File: config.mk
export PLATFORM = sky130hd
export DESIGN_NAME = icu_sequencer
export DESIGN_NICKNAME = d
export VERILOG_FILES = /design/src/rtl/icu_sequencer.sv
export SDC_FILE = /design/constraint.sdc
export NUM_CORES = 1
export LEC_CHECK = 0
export BUFFER_PORTS_ARGS = -buffer_cell sky130_fd_sc_hd__buf_2
export CAP_MARGIN = 5
export CORE_MARGIN = 5
export CORE_UTILIZATION = 40
export CTS_CLUSTER_DIAMETER = 120
export DETAILED_ROUTE_END_ITERATION = 16
export GPL_TIMING_DRIVEN = 0
export PLACE_DENSITY = 0.68
export SYNTH_ARGS = -nofsm -noshare
export SYNTH_HDL_FRONTEND = slang
export SYNTH_SLANG_ARGS = --single-unit
File: constraint.sdc
create_clock -name clk -period 1.9 [get_ports clk]
set_clock_uncertainty 0.2 [all_clocks]
set_input_delay 0.285 -clock clk [delete_from_list [all_inputs] [get_ports clk]]
set_output_delay 0.285 -clock clk [all_outputs]
set_load 0.005 [all_outputs]
File: src/rtl/icu_sequencer.sv
`default_nettype none
// ============================================================================
// Module   : icu_sequencer
// Brief    : Fetch/sequence controller for the 1-bit ICU; executes JMP, RTN,
//            SKZ, NOPO and NOPF locally and forwards every opcode to the ICU.
// Revision : 1.0
// ============================================================================
module icu_sequencer #(
  parameter  int ADDR_W = 8,
  localparam int WORD_W = ADDR_W + 4
) (
  input  logic              clk,
  input  logic              rst,
  input  logic              run,
  output logic              mem_req,
  output logic [ADDR_W-1:0] mem_addr,
  input  logic              mem_ack,
  input  logic [WORD_W-1:0] mem_rdata,
  input  logic              result,
  output logic [3:0]        I,
  output logic [ADDR_W-1:0] io_addr,
  output logic              flag_0,
  output logic              flag_f,
  output logic              jmp,
  output logic              rtn,
  output logic              busy
);

  localparam logic [1:0] IDLE  = 2'd0;
  localparam logic [1:0] FETCH = 2'd1;
  localparam logic [1:0] EXEC  = 2'd2;

  localparam logic [3:0] OP_NOPO = 4'h0;
  localparam logic [3:0] OP_JMP  = 4'hC;
  localparam logic [3:0] OP_RTN  = 4'hD;
  localparam logic [3:0] OP_SKZ  = 4'hE;
  localparam logic [3:0] OP_NOPF = 4'hF;

  logic [1:0]        state;
  logic [ADDR_W-1:0] pc;
  logic [ADDR_W-1:0] ret_addr;
  logic [WORD_W-1:0] ir;
  logic              skip;

  logic              in_exec;
  logic              live;
  logic [3:0]        ir_op;
  logic [ADDR_W-1:0] ir_operand;
  logic [ADDR_W-1:0] pc_inc;

  assign in_exec    = (state == EXEC);
  // A pending skip suppresses the opcode, its pulse and its control effect.
  assign live       = in_exec & ~skip;
  assign ir_op      = ir[WORD_W-1 -: 4];
  assign ir_operand = ir[ADDR_W-1:0];
  assign pc_inc     = pc + {{(ADDR_W-1){1'b0}}, 1'b1};

  assign mem_req  = (state == FETCH);
  assign mem_addr = pc;
  assign busy     = (state != IDLE);
  assign I        = live ? ir_op : 4'h0;
  assign io_addr  = in_exec ? ir_operand : '0;
  assign flag_0   = live & (ir_op == OP_NOPO);
  assign flag_f   = live & (ir_op == OP_NOPF);
  assign jmp      = live & (ir_op == OP_JMP);
  assign rtn      = live & (ir_op == OP_RTN);

  always_ff @(posedge clk or posedge rst) begin
    if (rst) begin
      state    <= IDLE;
      pc       <= '0;
      ret_addr <= '0;
      ir       <= '0;
      skip     <= 1'b0;
    end else begin
      case (state)
        IDLE: begin
          if (run) begin
            state <= FETCH;
          end
        end
        FETCH: begin
          // run is not consulted here so an issued fetch always completes.
          if (mem_ack) begin
            ir    <= mem_rdata;
            state <= EXEC;
          end
        end
        EXEC: begin
          state <= run ? FETCH : IDLE;
          skip  <= 1'b0;
          pc    <= pc_inc;
          if (!skip) begin
            if (ir_op == OP_JMP) begin
              ret_addr <= pc_inc;
              pc       <= ir_operand;
            end else if (ir_op == OP_RTN) begin
              pc <= ret_addr;
            end else if (ir_op == OP_SKZ) begin
              skip <= ~result;
            end
          end
        end
        default: begin
          state <= IDLE;
        end
      endcase
    end
  end

endmodule
`default_nettype wire

==> results of run 1 <==
repair_timing:
| item | in CTS | in global routing |
|---|---|---|
| gates resized for setup | 16 | 13 |
| hold buffers | 1 | 1 |
| gates cloned | 0 | 0 |
| setup buffers | 6 | 5 |
| endpoints found under the hold margin | 1 | 15 |
| endpoints found under the setup margin | 19 | 33 |
| pin swaps | 2 | 1 |
placed cells by master (no fill, tap or decap), drive strengths merged, types with 3 or more instances in the layout:
cell type / instances
buf: 60
nand3: 6
nand4: 6
nor2: 3
a21oi: 8
nand2: 8
nand2b: 3
o21ai: 5
mux2: 21
o211ai: 3
or3: 3
mux2i: 6
a31oi: 4
clkbuf: 7
inv: 3
and2: 12
dfrtp: 31
cell type report:
cell class	instances	area, um2
clock inverters	2	35.0
inverters	4	15.0
well taps	50	62.6
repair buffers	55	355
clock buffers	6	82.6
flip-flops and latches	31	781
plain buffers	8	82.6
fillers	356	1750
multi-input cells	116	922
worst paths after layout:
kind / start / depth (start not counted) / endpoint
max in group asynchronous: rst / 4 / skip
min in group asynchronous: rst / 3 / ir[4]
worst max-delay path: skip / 3 / flag_0
worst max register to register: skip / 5 / ret_addr[1]
worst min register to register: ret_addr[4] / 1 / ret_addr[4]
worst min-delay path: mem_rdata[3] / 2 / ir[3]
state kept, by name, summed over array words and instances, names as in the netlist:
signal	count
ir	12
mem_addr	8
state	2
skip	1
ret_addr	8
kinds of logic after synthesis:
family | Yosys count | share of synthesized area
xor+xnor | 2 | 0.0102
compound gates | 26 | 0.0923
buf+inv | 13 | 0.0414
simple gates | 60 | 0.226
flops | 31 | 0.451
fa+ha+maj | 1 | 0.00727
mux | 27 | 0.172
routing by layer:
layer  track usage  share of wire
met2         0.264           0.49
met4        0.0544         0.0043
met3        0.0422          0.050
met1         0.227           0.45
met5             0              0
where the power goes:
group | internal [mW] | switching, mW
Combinational | 0.459 | 0.362
Clock | 0.424 | 0.250
Sequential | 0.856 | 0.240
Total | 1.74 | 0.852
worst max-delay path, cell delays in order, from the launching register on:
cell	delay, ns
dfrtp_2	0.46
nor4b_4	0.39
nor4b_4	0.25
buf_2	0.15
through the flow:
step	area (um2)	std cells
finish	2340	272
CTS	2220	266
floorplan	1720	160
global placement	1990	252
global route	2340	272
detailed placement	1990	252
==> flow_metrics.tcl, run 1 <==
set metrics [dict create \
    grt_overflow_total 0 \
    synthFlopType "dfrtp_1" \
    grt_max_degree 32 \
    insertion_delay_ns 0.28 \
    drc 0 \
    hp-class "input port to register" \
    grt_pass1_vias 1451 \
    min_period_ns 2.01 \
    finish.utilization 0.572 \
    portBuffers 42 \
    row_count 23 \
    fin_tns_setup_ns -0.293 \
    nets 239 \
    die_w_um 75.6 \
    fin_ws_ns -0.114 \
    grt_first_pass_wirelength_mm 7.12 \
    synth_edf_count 0 \
    drtIter0Drc 117 \
    status "complete, but fails checks" \
    synth_cells 160 \
    coreArea_mm2 0.00409 \
    hold_viol_final 0 \
    violations "negative setup slack" \
    end_kind "primary output" \
    syn_area_mm2 0.00172 \
    cts_buffers 5 \
    critPathMaxFanout 6 \
    vias_per_cell 5.34 \
    fin_crit_sh 1.06 \
    synthToLayoutAreaGrowth_pct 35.7 \
    crit_type "register to primary output" \
    ir_drop_mv 0.804 \
    antenna_cells 0 \
    cts_tree "done" \
    die_area_mm2 0.00572 \
    synth_area_per_cell_um2 10.8 \
    htreeDepth 2 \
    slew_violations 0 \
    ys_warn_count 0 \
    grt_usage 0.168 \
    relSlewSlack 0.562 \
    layout-drive-gt1-share 0.455 \
    vias 1452 \
    power_density_mw_per_mm2 1110 \
    p_leak_nw 1.07 \
    synth_fp_nets 178 \
    ios 43 \
    maxCapViolCount 0 \
    crit_required_ns 1.41 \
    die_height_um 75.6 \
    drt-pass1-iter-count 4 \
    tightestPinTransition_ns 0.652 \
    synth_top_area_cell "dfrtp_1" \
    wl_mm 4.39 \
    clock_sinks 31 \
    power.total_mw 2.59 \
    gp_congestion 0.794 \
    yosysSeqAreaShare 0.451 \
    max_freq_mhz 497 \
    yosysTopAreaCellShare 0.451 \
    critPathLaunchType "register" \
    synth_seq_cells 31 \
    synth_cell_type_count 41 \
    setup_violations 4 \
    antenna_found_initial 0 \
    rrSetupSlack_ns 0.02 \
    start_util 0.421 \
    rsz0062_at_grt "true" \
    clk_pin_slew_ns 0.07 \
    dp_hpwl_mm 2.97 \
    yosys-top-cells-count "dfrtp_1, mux2_2, and2_1, a21oi_1, nand2_1" \
    cp.arrival_ns 1.53 \
    async_reset_ff_frac 1.00 \
    ys_top_cells_by_area "dfrtp_1, mux2_2, and2_1" \
    yosysMostFrequentCell "dfrtp_1" \
    routedWlPerCell_um 16.1 \
    cts_root_buffer "clkbuf_8" \
    holdWs_ns 0.0307 \
    pre_cts_ws_ns -0.102 \
    postRouteAntennaNets 0 \
    clk_path_buf_depth 2 \
]
(Power assumes the default switching activity.)
==> run 2, diff against run 1 <==
- CORE_MARGIN: 5 -> 2
==> run 2 against run 1 <==
- the run still ends with negative setup slack left
- power increased by 0.97%
- critical endpoint unchanged
- worst hold slack about the same
- highest routed layer unchanged
- sequential power hardly changed
- utilization increased by 1.3 points
- critical path type unchanged
==> flow_metrics.tcl, run 2 (synthesis results as in run 1) <==
set metrics [dict create \
    top_register "ir" \
    rsz0062_at_grt "true" \
    crit_start "skip" \
    drc 0 \
    tightestPinTransition_ns 0.513 \
    start_util 0.424 \
    portBuffers 42 \
    clk_path_buf_depth 2 \
    max_freq_mhz 503 \
    synthToLayoutAreaGrowth_pct 37.9 \
    ir_drop_mv 0.567 \
    grt_first_pass_wirelength_mm 6.74 \
    wl_mm 4.44 \
    grt_overflow_total 0 \
    rrSetupSlack_ns 0.07 \
    cts_buffers 5 \
    crit_required_ns 1.41 \
    status "complete, but fails checks" \
    endpoint "flag_0" \
    hold_viol_final 0 \
    drt-pass1-iter-count 4 \
    relSlewSlack 0.657 \
    layout_commonest_cell "buf_2" \
    dp_hpwl_mm 2.88 \
    htreeDepth 2 \
    p_leak_nw 1.10 \
    vias_per_cell 5.43 \
    grt_max_degree 32 \
    clock_sinks 31 \
    maxCapViolCount 0 \
    critPathMaxFanout 5 \
    power_density_mw_per_mm2 1100 \
    vias 1500 \
    end_kind "primary output" \
    layout_common_cells "buf_2, dfrtp_1, mux2_2" \
    insertion_delay_ns 0.28 \
    fin_crit_sh 1.05 \
    ios 43 \
    largest_register_ffs 12 \
    antenna_cells 0 \
    gp_congestion 0.784 \
    worstReg2RegStart "skip" \
    die_area_mm2 0.00484 \
    slew_violations 0 \
    layout-drive-gt1-share 0.478 \
    min_period_ns 1.99 \
    antenna_found_initial 0 \
    postRouteAntennaNets 0 \
    cp.arrival_ns 1.50 \
    critPathLaunchType "register" \
    cts_root_buffer "clkbuf_8" \
    grt_usage 0.177 \
    hp-class "input port to register" \
    clk_pin_slew_ns 0.06 \
    crit_type "register to primary output" \
    row_count 23 \
    setup_violations 6 \
    grt_pass1_vias 1404 \
    cts_tree "done" \
    fin_ws_ns -0.0892 \
    finish.utilization 0.585 \
    routedWlPerCell_um 16.1 \
    whs_path_depth 2 \
    worstRegToRegCells 5 \
    die_w_um 69.6 \
    timing.rr.end "ret_addr[1]" \
    coreArea_mm2 0.00406 \
    nets 243 \
    violations "negative setup slack" \
    die_height_um 69.6 \
    drtIter0Drc 87 \
    pre_cts_ws_ns -0.0895 \
]
-- run 2: cell count changes in the layout (fill, tap and decap cells not counted), sizes merged --
cell and delta:
buf +4, clkinv -1, inv +1
-- run 2: per-stage QoR --
stage / cells / area [um2] / hold WS [ns] / setup TNS, ns / power, mW
after floorplan: 160 / 1720 / 0.181 / 0 / 1.56
after global placement: 252 / 1990 / 0.276 / -0.739 / 1.80
after detailed placement: 252 / 1990 / 0.279 / -0.652 / 1.82
after CTS: 268 / 2230 / 0.0249 / -0.291 / 2.54
after global routing: 276 / 2370 / 0.0255 / -0.925 / 2.78
final: 276 / 2370 / 0.0306 / -0.321 / 2.62
-- run 2: layout make-up --
cell class,instances,area (um2)
multi-input combinational,116,941
clock buffer,6,82.6
clock inverter,2,35.0
tap,50,62.6
inverter,4,15.0
fill,345,1680
timing repair buffer,59,374
buffer,8,82.6
sequential,31,781
-- run 2: how the worst min path moves through the flow --
stage	from	end	slack [ns]
floorplan	result	skip	0.18
global placement	result	skip	0.28
detailed placement	result	skip	0.28
CTS	mem_rdata[0]	ir[0]	0.02
global route	mem_rdata[11]	ir[11]	0.03
finish	mem_rdata[0]	ir[0]	0.03
-- run 2: worst max-delay path, cell delays in order, from the launching register on --
cell and delay (ns):
dfrtp_2 0.47, nor4b_4 0.35, nor4b_4 0.25, buf_2 0.15
-- run 2: repair_timing --
action / CTS / global route
gates resized for setup: 17 / 15
hold buffers: 1 / 1
hold endpoints to repair: 1 / 10
endpoints found under the setup margin: 28 / 26
pin swaps: 2 / 2
setup buffers: 8 / 6
-- run 2: metal layers --
metal,part of all wire,vias to the layer above,track usage
li1,-,712,-
met4,0.014,0,0.0632
met5,0,-,0
met2,0.48,44,0.288
met3,0.049,7,0.0407
met1,0.46,737,0.229
-- run 2: power by group --
part / switching [mW] / leakage (nW) / internal [mW]
Clock: 0.248 / 0.0612 / 0.424
Sequential: 0.243 / 0.372 / 0.857
Combinational: 0.371 / 0.668 / 0.474
==> run 3, diff against run 2 <==
- ABC_AREA: default -> 1
==> run 3 against run 2 <==
- the run still ends with negative setup slack left
- routed wire length is 0.65% lower
- flip-flop and latch count stayed put
- highest routed layer unchanged
- power is 1.4% lower
- synthesized cell count is 48% higher
- critical path type unchanged
- register-to-register slack better by 0.08 ns
- via count is 12% higher
- sequential power is 4% lower
- sequential share of layout area is 0.78 points higher
==> flow_metrics.tcl, run 3 <==
set metrics [dict create \
    synthToLayoutAreaGrowth_pct 32.5 \
    antenna_cells 0 \
    async_reset_ff_frac 1.00 \
    max_freq_mhz 518 \
    routedWlPerCell_um 12.5 \
    p_leak_nw 1.24 \
    largest_register_ffs 12 \
    fin_ws_ns -0.0314 \
    grt_max_degree 32 \
    maxCapViolCount 0 \
    fin_tns_setup_ns -0.0314 \
    status "complete, but fails checks" \
    finalInstanceArea_mm2 0.00230 \
    cp.arrival_ns 1.45 \
    critPathLaunchType "register" \
    drc 0 \
    antenna_found_initial 0 \
    yosysMostFrequentCell "nand2_1" \
    layout_commonest_cell "nand2_1" \
    start_util 0.425 \
    synth_cell_type_count 26 \
    vias 1685 \
    ir_drop_mv 0.616 \
    drtIter0Drc 89 \
    layout-drive-gt1-share 0.271 \
    portBuffers 42 \
    rsz0062_at_grt "true" \
    ys_top_cells_by_area "dfrtp_1, nand2_1, o21ai_0" \
    synth_fp_nets 255 \
    grt_usage 0.183 \
    synthFlopType "dfrtp_1" \
    postRouteAntennaNets 0 \
    clk_path_buf_depth 2 \
    synth_seq_cells 31 \
    finish.utilization 0.564 \
    grt_overflow_total 0 \
    yosys-top-cells-count "nand2_1, inv_1, dfrtp_1, nor2_1, o21ai_0" \
    finalNonFillerCells 353 \
    hp-class "input port to register" \
    placed_cell_area_mm2 0.00201 \
    power_density_mw_per_mm2 1120 \
    nets 320 \
    crit_required_ns 1.41 \
    min_period_ns 1.93 \
    synth_area_per_cell_um2 7.33 \
    relSlewSlack 0.602 \
    die_w_um 69.9 \
    gp_congestion 0.930 \
    insertion_delay_ns 0.28 \
    clock_sinks 31 \
    dp_hpwl_mm 3.01 \
    synth_top_area_cell "dfrtp_1" \
    power.total_mw 2.58 \
    setup_violations 1 \
    critPathMaxFanout 9 \
    ys_warn_count 0 \
    holdWs_ns 0.00583 \
    syn_area_mm2 0.00174 \
    htreeDepth 2 \
    hold_viol_final 0 \
    wl_mm 4.41 \
    fin_crit_sh 1.02 \
    cts_tree "done" \
    coreArea_mm2 0.00409 \
    die_area_mm2 0.00489 \
    drt-pass1-iter-count 4 \
    ios 43 \
    violations "negative setup slack" \
    clk_pin_slew_ns 0.07 \
    yosysSeqAreaShare 0.446 \
    layout_common_cells "nand2_1, buf_2, inv_1" \
    synth_edf_count 0 \
    grt_first_pass_wirelength_mm 7.04 \
    cts_root_buffer "clkbuf_8" \
    row_count 23 \
    slew_violations 0 \
    vias_per_cell 4.77 \
    pre_cts_ws_ns 0.0606 \
    tightestPinTransition_ns 0.596 \
    yosysTopAreaCellShare 0.446 \
    die_height_um 69.9 \
    top_register "ir" \
    cts_buffers 5 \
    crit_type "register to primary output" \
    dp.cells 329 \
    grt_pass1_vias 1533 \
    synth_cells 237 \
    end_kind "primary output" \
]
run 3: changes by cell type in the layout (fill, tap and decap cells not counted), moves of 5 or more:
| cell | delta |
|---|---|
| inv_1 | +28 |
| a21oi_1 | -6 |
| nand2_1 | +58 |
| buf_6 | -5 |
| mux2_2 | -18 |
| and2_1 | -10 |
| nor2_1 | +23 |
| o21ai_0 | +21 |
| nand3_1 | +14 |
| mux2i_1 | -6 |
run 3: worst paths after layout:
check	from	end	slack (ns)	cells past startpoint
max in group asynchronous	rst	mem_addr[3]	0.56	4
worst max register to register	state[0]	ret_addr[2]	0.15	10
min in group asynchronous	rst	ir[1]	0.44	3
worst max-delay path	state[0]	flag_f	-0.03	6
worst min register to register	ret_addr[2]	ret_addr[2]	0.29	2
worst min-delay path	mem_rdata[0]	ir[0]	0.006	3
run 3: repair_timing:
| item | CTS | global route |
|---|---|---|
| endpoints found under the hold margin | 4 | 13 |
| pin swaps | 3 | 3 |
| endpoints found under the setup margin | 16 | 16 |
| buffers inserted | 4 | 5 |
| resized for setup | 7 | 5 |
| cloned | 0 | 0 |
| hold buffers | 4 | 2 |
run 3: cell families (layout without fill, tap and decap cells):
kind of cell	count (synthesis)	in the layout	synth area share
xor+xnor	3	3	0.0151
compound gates	38	38	0.125
flops	31	31	0.446
buf+inv	41	107	0.0943
fa+ha+maj	1	1	0.00720
simple gates	123	123	0.312
run 3: critical path: stages (launching register included):
cell	delay (ns)
dfrtp_1	0.41
nor2_4	0.17
clkinv_4	0.11
nor2_8	0.13
inv_8	0.07
nor4_4	0.13
buf_2	0.15
run 3: routing by layer:
metal / vias to the layer above / routed length (um) / share of wire / GRT usage
met5: - / 0 / 0 / 0
met4: 0 / 46 / 0.010 / 0.0705
met3: 4 / 204 / 0.046 / 0.0505
met2: 49 / 2130 / 0.48 / 0.293
met1: 755 / 2030 / 0.46 / 0.237
li1: 877 / - / - / -
run 3: power by group:
group | total (mW) | internal (mW) | switching [mW] | leakage [nW]
Sequential | 1.06 | 0.871 | 0.186 | 0.391
Clock | 0.541 | 0.262 | 0.280 | 0.0408
Combinational | 0.984 | 0.390 | 0.594 | 0.804
run 3: area by class of cell:
cell class	instances	area (um2)
Timing Repair Buffer	58	372
Sequential cell	31	776
Inverter	38	158
Buffer	3	17.5
Clock buffer	5	68.8
Fill cell	400	1780
Clock inverter	3	23.8
Tap cell	50	62.6
Multi-Input combinational cell	165	826
